## config.mk

```make
export PLATFORM = sky130hd
export DESIGN_NAME = param_fifo_flat
export DESIGN_NICKNAME = d
export VERILOG_FILES = /design/src/rtl/fifo_pkg.sv /design/src/rtl/param_fifo_if.sv /design/src/rtl/fifo_mem.sv /design/src/rtl/param_fifo.sv /design/src/flat_wrapper.sv
export SDC_FILE = /design/constraint.sdc
export NUM_CORES = 1
export LEC_CHECK = 0
export ABC_AREA = 1
export BUFFER_PORTS_ARGS = -buffer_cell sky130_fd_sc_hd__buf_2
export CAP_MARGIN = 25
export CORE_MARGIN = 2
export CORE_UTILIZATION = 40
export DETAILED_ROUTE_END_ITERATION = 7
export PLACE_DENSITY = 0.6
export SLEW_MARGIN = 40
export SYNTH_ARGS = -nofsm -noshare
export SYNTH_HDL_FRONTEND = slang
export SYNTH_SLANG_ARGS = --single-unit
```

## constraint.sdc

```tcl
create_clock -name clk -period 2.2 [get_ports clk]
set_input_delay 0.22 -clock clk [delete_from_list [all_inputs] [get_ports clk]]
set_output_delay 0.22 -clock clk [all_outputs]
set_load 0.02 [all_outputs]
```

## src/rtl/fifo_pkg.sv

```systemverilog
// Shared FIFO definitions: default sizes, clog2 helper and the count-width rule.
package fifo_pkg;

    localparam int unsigned DEF_DATA_W = 4;
    localparam int unsigned DEF_DEPTH  = 4;

    // Ceiling log2; clog2(1) == 0.
    function automatic int unsigned clog2(input int unsigned value);
        int unsigned r;
        r = 0;
        while ((64'(1) << r) < 64'(value)) begin
            r = r + 1;
        end
        return r;
    endfunction

    // Occupancy counter width: one extra bit so that DEPTH itself is representable.
    function automatic int unsigned cnt_w(input int unsigned depth);
        return clog2(depth) + 1;
    endfunction

endpackage

```

## src/rtl/param_fifo_if.sv

```systemverilog
// Producer/consumer bus of param_fifo; slave is the FIFO, master is the attached stage.
interface param_fifo_if
    import fifo_pkg::*;
#(
    parameter int unsigned DATA_W = DEF_DATA_W,
    parameter int unsigned DEPTH  = DEF_DEPTH
) ();

    localparam int unsigned CW = cnt_w(DEPTH);

    logic              clr;
    logic              enq;
    logic [DATA_W-1:0] din;
    logic              deq;
    logic [DATA_W-1:0] dout;
    logic              dout_valid;
    logic              full;
    logic              empty;
    logic              almost_full;
    logic              almost_empty;
    logic [CW-1:0]     count;
    logic              overflow;
    logic              underflow;

    modport master (
        output clr, enq, din, deq,
        input  dout, dout_valid, full, empty, almost_full, almost_empty,
               count, overflow, underflow
    );

    modport slave (
        input  clr, enq, din, deq,
        output dout, dout_valid, full, empty, almost_full, almost_empty,
               count, overflow, underflow
    );

endinterface

```

## src/rtl/fifo_mem.sv

```systemverilog
// DEPTH x DATA_W storage with one write port and one registered read port.
module fifo_mem
    import fifo_pkg::*;
#(
    parameter int unsigned DATA_W = DEF_DATA_W,
    parameter int unsigned DEPTH  = DEF_DEPTH,
    localparam int unsigned AW    = clog2(DEPTH)
) (
    input  logic              clk,
    input  logic              nrst,
    input  logic              we,
    input  logic [AW-1:0]     waddr,
    input  logic [DATA_W-1:0] wdata,
    input  logic              re,
    input  logic [AW-1:0]     raddr,
    output logic [DATA_W-1:0] rdata
);

    logic [DATA_W-1:0] mem [0:DEPTH-1];

    // Storage array; intentionally not reset, entries are always written before being read.
    always_ff @(posedge clk) begin
        if (we) begin
            mem[waddr] <= wdata;
        end
    end

    // Read register; holds its value when no read is issued.
    always_ff @(posedge clk or negedge nrst) begin
        if (!nrst) begin
            rdata <= '0;
        end else if (re) begin
            rdata <= mem[raddr];
        end
    end

endmodule

```

## src/rtl/param_fifo.sv

```systemverilog
// Synchronous FIFO with occupancy count, threshold flags, sticky error flags and flush.
module param_fifo
    import fifo_pkg::*;
#(
    parameter int unsigned DATA_W   = DEF_DATA_W,
    parameter int unsigned DEPTH    = DEF_DEPTH,
    parameter int unsigned AF_LEVEL = DEPTH - 1,
    parameter int unsigned AE_LEVEL = 1
) (
    input  logic         clk,
    input  logic         nrst,
    param_fifo_if.slave  bus
);

    localparam int unsigned AW = clog2(DEPTH);
    localparam int unsigned CW = cnt_w(DEPTH);

    localparam logic [CW-1:0] FULL_LVL = CW'(DEPTH);
    localparam logic [CW-1:0] AF_LVL   = CW'(AF_LEVEL);
    localparam logic [CW-1:0] AE_LVL   = CW'(AE_LEVEL);

    logic [AW-1:0]     head;
    logic [AW-1:0]     tail;
    logic [CW-1:0]     count;
    logic              dout_valid;
    logic              overflow;
    logic              underflow;
    logic [DATA_W-1:0] rdata;

    logic full_c;
    logic empty_c;
    logic wr_ok_c;
    logic rd_ok_c;
    logic we_c;
    logic re_c;

    // Status decodes straight off the registered count.
    always_comb begin
        full_c  = (count == FULL_LVL);
        empty_c = (count == '0);
    end

    // Accept decisions; a flush suppresses both memory ports, reset suppresses writes.
    always_comb begin
        wr_ok_c = bus.enq & (~full_c | bus.deq);
        rd_ok_c = bus.deq & ~empty_c;
        we_c    = wr_ok_c & ~bus.clr & nrst;
        re_c    = rd_ok_c & ~bus.clr;
    end

    // Pointers, occupancy, read-valid pulse and sticky error flags.
    always_ff @(posedge clk or negedge nrst) begin
        if (!nrst) begin
            head       <= '0;
            tail       <= '0;
            count      <= '0;
            dout_valid <= 1'b0;
            overflow   <= 1'b0;
            underflow  <= 1'b0;
        end else if (bus.clr) begin
            head       <= '0;
            tail       <= '0;
            count      <= '0;
            dout_valid <= 1'b0;
            overflow   <= 1'b0;
            underflow  <= 1'b0;
        end else begin
            if (wr_ok_c) begin
                tail <= tail + AW'(1);
            end
            if (rd_ok_c) begin
                head <= head + AW'(1);
            end
            count      <= count + CW'(wr_ok_c) - CW'(rd_ok_c);
            dout_valid <= rd_ok_c;
            if (bus.enq && !wr_ok_c) begin
                overflow <= 1'b1;
            end
            if (bus.deq && !rd_ok_c) begin
                underflow <= 1'b1;
            end
        end
    end

    fifo_mem #(
        .DATA_W (DATA_W),
        .DEPTH  (DEPTH)
    ) u_mem (
        .clk   (clk),
        .nrst  (nrst),
        .we    (we_c),
        .waddr (tail),
        .wdata (bus.din),
        .re    (re_c),
        .raddr (head),
        .rdata (rdata)
    );

    // Drive the bus outputs.
    always_comb begin
        bus.dout         = rdata;
        bus.dout_valid   = dout_valid;
        bus.count        = count;
        bus.full         = full_c;
        bus.empty        = empty_c;
        bus.almost_full  = (count >= AF_LVL);
        bus.almost_empty = (count <= AE_LVL);
        bus.overflow     = overflow;
        bus.underflow    = underflow;
    end

endmodule
```

## src/flat_wrapper.sv

```systemverilog
// flat-port wrapper written by rule: the top's interface ports become plain ports
module param_fifo_flat import fifo_pkg::*;
#(
    parameter int unsigned DATA_W   = DEF_DATA_W,
    parameter int unsigned DEPTH    = DEF_DEPTH,
    parameter int unsigned AF_LEVEL = DEPTH - 1,
    parameter int unsigned AE_LEVEL = 1
)
  (clk, nrst, bus_clr, bus_enq, bus_din, bus_deq, bus_dout, bus_dout_valid, bus_full, bus_empty, bus_almost_full, bus_almost_empty, bus_count, bus_overflow, bus_underflow);
  param_fifo_if #(.DATA_W(DATA_W), .DEPTH(DEPTH)) bus_i ();
  input  logic clk;
  input  logic nrst;
  input wire logic [$bits(bus_i.clr)-1:0] bus_clr;
  input wire logic [$bits(bus_i.enq)-1:0] bus_enq;
  input wire logic [$bits(bus_i.din)-1:0] bus_din;
  input wire logic [$bits(bus_i.deq)-1:0] bus_deq;
  output wire logic [$bits(bus_i.dout)-1:0] bus_dout;
  output wire logic [$bits(bus_i.dout_valid)-1:0] bus_dout_valid;
  output wire logic [$bits(bus_i.full)-1:0] bus_full;
  output wire logic [$bits(bus_i.empty)-1:0] bus_empty;
  output wire logic [$bits(bus_i.almost_full)-1:0] bus_almost_full;
  output wire logic [$bits(bus_i.almost_empty)-1:0] bus_almost_empty;
  output wire logic [$bits(bus_i.count)-1:0] bus_count;
  output wire logic [$bits(bus_i.overflow)-1:0] bus_overflow;
  output wire logic [$bits(bus_i.underflow)-1:0] bus_underflow;
  assign bus_i.clr = bus_clr;
  assign bus_i.enq = bus_enq;
  assign bus_i.din = bus_din;
  assign bus_i.deq = bus_deq;
  assign bus_dout = bus_i.dout;
  assign bus_dout_valid = bus_i.dout_valid;
  assign bus_full = bus_i.full;
  assign bus_empty = bus_i.empty;
  assign bus_almost_full = bus_i.almost_full;
  assign bus_almost_empty = bus_i.almost_empty;
  assign bus_count = bus_i.count;
  assign bus_overflow = bus_i.overflow;
  assign bus_underflow = bus_i.underflow;
  param_fifo #(.DATA_W(DATA_W), .DEPTH(DEPTH), .AF_LEVEL(AF_LEVEL), .AE_LEVEL(AE_LEVEL)) u_core (.clk(clk), .nrst(nrst), .bus(bus_i));
endmodule
```

# Yosys cells after proc, flatten, opt, wreduce, memory -nomap -nowiden
# Memory sizes are Yosys's and may differ from the RTL's. A register that Yosys moved wholly into a read port is not among the register bits.
# Index checks and enable logic that the tools add are counted.
# word_totals
wordCells	45
reg_bits	10
memories	1
out_inout_bits	14
ram_bits	16
input_bits	9
# op_classes
n_bitwise	9
order_cmp	2
muxes	12
addsub	4
n_eq_ne	1
reduce_logical	10
# mem_list
memory	depth	word_bits	read_ports	rd_clocked_by_memory_dff	write_ports	line	source
u_core.u_mem.mem	4	4	1	1	1	fifo_mem.sv:19	logic [DATA_W-1:0] mem [0:DEPTH-1];
# op_table
op	count
$mux 2	4
$reduce_bool 2->1	4
$mux 1	7
$and 1x1->1	5
$add 2x1->2 const B	2
$add 3x1->3	1
$eq 3x3->1 const B	1
$ge 3x2->1 const B	1
$le 3x1->1 const B	1
$logic_not 1->1	3
$logic_not 3->1	1
$mux 3	1
$not 1->1	3
$sub 3x1->3	1
$logic_and 1x1->1	2
$or 1x1->1	1

# Depth between registers and ports, before layout
# depth
depth_word	8
ltp_mapped	11
depth_no_buf	11

# Hierarchy
# Synthesis repeated with hierarchy kept, for this count alone.
# hier_totals
hier_cells	156
hier_area_um2	1447.6
# modules_own_cells
module	instances	cells_each	area_per_inst_um2	seq_area_each_um2
fifo_mem	1	87	857.1	580.6
param_fifo	1	69	590.6	250.2

# Worst setup path before layout
# OpenSTA, ideal clock, no wires.
# synth_path
path_kind	register to register
startpoint	register u_core.count[1] (netlist: u_core.bus.count[1])
endpoint	register u_core.count[2] (netlist: u_core.bus.count[2])
slack_ns	0.153
period_less_slack_ns	2.047
arrival_ns	1.926
stages_incl_launch_ff	12
setup_time_ns	0.121
n_path_buf	0
required_time_ns	2.079
cell_sequence	dfrtp_1 -> nor2_4 -> nand2_4 -> nand2_2 -> inv_2 -> ha_1 -> inv_1 -> ha_1 -> inv_1 -> fa_1 -> o21ai_1 -> a21oi_1
# synth_via
elab_chain_cells	7
word_cells_on_any_way	10
cone_classes	2 x add/sub; 1 x eq/ne; 1 x mux; 5 x bitwise; 1 x reduce/logical
# synth_rtl
item	line	source
start, declared	param_fifo.sv:24	logic [CW-1:0] count;
start signal, assigned	param_fifo.sv:74	count <= count + CW'(wr_ok_c) - CW'(rd_ok_c);
$eq 3x3->1	param_fifo.sv:39	full_c = (count == FULL_LVL);
$not 1->1	param_fifo.sv:45	wr_ok_c = bus.enq & (~full_c | bus.deq);
$or 1x1->1	param_fifo.sv:45	
$and 1x1->1	param_fifo.sv:45	
$add 3x1->3	param_fifo.sv:74	
$sub 3x1->3 *	param_fifo.sv:74	
$mux 3 *	param_fifo.sv:60	end else if (bus.clr) begin
# Every way passes the cells marked *; elsewhere a longest branch is shown, timed or not.
# A chain may end at the register's enable or synchronous reset.

# Final worst setup path
# layout_path
startpoint	register u_core.count[0] (netlist: u_core.bus.count[0])
endpoint	register u_core.count[2] (netlist: u_core.bus.count[2])
# Same word-level chain as after synthesis.

==> out/results.tsv <==
stage	metric	value	unit
power_and_ir_drop	peakVddDrop	0.388	mV
finish	final_common_cell	nand2_1	
detailed_routing	viasPerCell	4.57	
clocking	clk_latency	0.28	ns
clocking	cts_htree_levels	2	
critical_path	rr_endpoint	u_core.bus.count[2]$_DFF_PN0_	
timing	hold_violations	0	
power_and_ir_drop	switching_share	0.397	
die	die_w	65.3	µm
critical_path	crit_required	2.37	ns
critical_path	setup.worst_path.end	u_core.bus.count[2]$_DFF_PN0_	
clocking	cts_max_path_buffers	2	
clocking	post-cts-setup-buffers	0	
power_and_ir_drop	p_total	1.93	mW
synthesis	synthFlopType	edfxtp_1	
synthesis	synth_nets	177	
detailed_routing	vias	1074	
clocking	numCtsBuffers	5	
global_route	grt_max_degree	16	
synthesis	synthArstFlopShare	0.467	
timing	worst_slew_pin_slew	0.387	ns
critical_path	reg2regPathDepth	11	
clocking	clk_pin_slew_worst_paths	0.06	ns
critical_path	worst-path-max-fanout	6	
finish	area_growth_syn_to_layout	16.9	%
outcome	outcome	finished clean	
die	design.die.area	4270	µm²
timing	rsz0062_at_grt	no	
finish	fin_nets	205	
detailed_routing	drt-initial-drc-count	22	
synthesis	mappedNetlistArea	1510	µm²
power_and_ir_drop	leakage	0.910	nW
power_and_ir_drop	pwr-share-clk	0.211	
run	cap_violations	0	
finish	post-route-util	0.484	
synthesis	synthDistinctLibCells	25	
synthesis	ys_seq_elements	30	
detailed_routing	drc	0	
die	io_pins	23	
synthesis	synthCells	158	
critical_path	crit_arrival	2.22	ns
finish	final_cell_mix	39 x nand2_1, 31 x inv_1, 22 x buf_2	
global_route	grtUsageTotal	0.146	
die	die_h	65.3	µm
timing	period_share	0.931	
timing	finalClockSkew	0.00756	ns
synthesis	yosysSeqAreaShare	0.552	
place	place.gp.congestion	0.715	
timing	timing.setup.tns	0	ns
detailed_routing	routed_wl	2600	µm
clocking	cts_resized	0	
timing	slew_violations	0	
place	hpwl	2040	µm
critical_path	critPathLaunch	u_core.bus.count[0]$_DFF_PN0_	
synthesis	yosys_warnings	0	
global_route	grt_pass1_wl	4670	µm
die	core.rowCount	22	
synthesis	synth_edf_count	16	
power_and_ir_drop	combinationalPowerShare	0.390	
die	coreArea	3630	µm²
critical_path	cp-end-kind	flip-flop	
detailed_routing	wl_per_cell	11.1	µm
critical_path	reg2reg_slack	0.15	ns
critical_path	start_kind	flip-flop	
timing	maxSlewHeadroom	0.742	
hold_path	hp-class	in -> reg	
critical_path	r2r-start	u_core.bus.count[0]$_DFF_PN0_	
synthesis	syn_avg_cell_area	9.53	µm²
detailed_routing	first_pass_iters	4	
power_and_ir_drop	power_frac_seq	0.400	
clocking	cts_num_sinks	30	
detailed_routing	detail-route-antenna-nets	0	
clocking	root_buffer	clkbuf_8	
timing	fin_crit	2.05	ns
power_and_ir_drop	power.switching	0.765	mW
finish	drive_gt1_frac	0.225	
global_route	grt_overflow	0	
clocking	cts_tree	done	
finish	antenna_cells	0	
power_and_ir_drop	power_density	1100	nW/µm²
die	initial_core_util	0.414	
timing	final-setup-viol-count	0	
critical_path	path_class	reg -> reg	
global_route	antenna_found_initial	0	
place	port-buffer-count	22	
global_route	grt_pass1_vias	1078	
timing	fmax	488	MHz
power_and_ir_drop	power.internal	1.16	mW
==> power groups by stage <==
stage | Sequential [mW] | Combinational [mW] | Clock (mW)
after floorplan | 0.843 | 0.463 | 0
after global placement | 0.776 | 0.738 | 0
after detailed placement | 0.782 | 0.762 | 0
after CTS | 0.772 | 0.770 | 0.414
after global routing | 0.786 | 0.856 | 0.439
final | 0.771 | 0.752 | 0.406
==> registers in the layout, indices dropped and copies added, names as in the netlist <==
signal                 flops
u_core.bus.count           3
u_core.bus.dout_valid      1
u_core.bus.overflow        1
u_core.bus.underflow       1
u_core.head                2
u_core.tail                2
u_core.u_mem.mem          16
u_core.u_mem.rdata         4
==> cell usage after synthesis (2+ instances only) <==
| cell | number | share of area |
|---|---|---|
| nand2_1 | 39 | 0.097 |
| inv_1 | 31 | 0.077 |
| edfxtp_1 | 16 | 0.32 |
| dfrtp_1 | 14 | 0.23 |
| nand3_1 | 14 | 0.047 |
| ha_1 | 9 | 0.075 |
| nor2_1 | 7 | 0.017 |
| inv_2 | 5 | 0.012 |
| buf_2 | 3 | 0.010 |
| nand4_1 | 3 | 0.012 |
| a21oi_1 | 2 | 0.0067 |
| nand2_2 | 2 | 0.0083 |
==> final cells by class <==
cell class                 instances  area, µm²
clock buffer                       6       72.6
clock inverter                     2       8.76
sequential                        30        831
tap                               48       60.1
timing repair buffer              24        128
fill                             361       1870
inverter                          37        141
multi-input combinational         88        518
==> cell families after synthesis <==
group,after synthesis,synth area share
compound gates,6,0.0233
xor+xnor,1,0.00582
fa+ha+maj,10,0.0881
buf+inv,40,0.104
flops,30,0.552
simple gates,71,0.227
==> how the worst min path moves through the flow <==
stage | startpoint | end | slack, ns | cells after the start
floorplan | nrst | u_core.bus.count[0]$_DFF_PN0_ | -0.08 | 0
global placement | nrst | u_core.bus.count[0]$_DFF_PN0_ | 0.14 | 1
detailed placement | nrst | u_core.bus.count[0]$_DFF_PN0_ | 0.14 | 1
CTS | bus_clr | u_core.bus.count[1]$_DFF_PN0_ | 0.15 | 2
global route | bus_din[2] | u_core.u_mem.mem[1][2]$_DFFE_PP_ | 0.17 | 1
finish | bus_clr | u_core.bus.count[1]$_DFF_PN0_ | 0.15 | 2
==> per-stage QoR <==
stage                     instance area [µm²]  worst slack [ns]  cells  hold slack [ns]
after global placement                   1670             0.263    226            0.143
after floorplan                          1510             0.153    158          -0.0756
after global routing                     1760            0.0288    235            0.168
after detailed placement                 1670             0.178    226            0.141
final                                    1760             0.152    235            0.151
after CTS                                1760             0.149    235            0.149
==> per-layer routing <==
metal / global-route usage / part of all wire / up-vias
met4: 0.0703 / 0.020 / 0
li1: - / - / 548
met3: 0.0360 / 0.030 / 6
met5: 0 / 0 / -
met1: 0.165 / 0.43 / 508
met2: 0.258 / 0.52 / 12
==> worst max-delay path: stages, from the launching register on <==
cell and delay (ns):
dfrtp_1 0.46, nor2_4 0.17, nand2_4 0.09, nand2_2 0.09
inv_2 0.05, ha_1 0.26, inv_1 0.06, ha_1 0.13
inv_1 0.04, fa_1 0.39, o21ai_1 0.15, a21oi_1 0.05
==> what timing repair did <==
| action | in CTS | in global routing |
|---|---|---|
| hold buffers | 1 | 0 |
| endpoints found under the hold margin | 14 | 0 |
| endpoints found under the setup margin | 0 | 0 |
(Power assumes the default switching activity.)
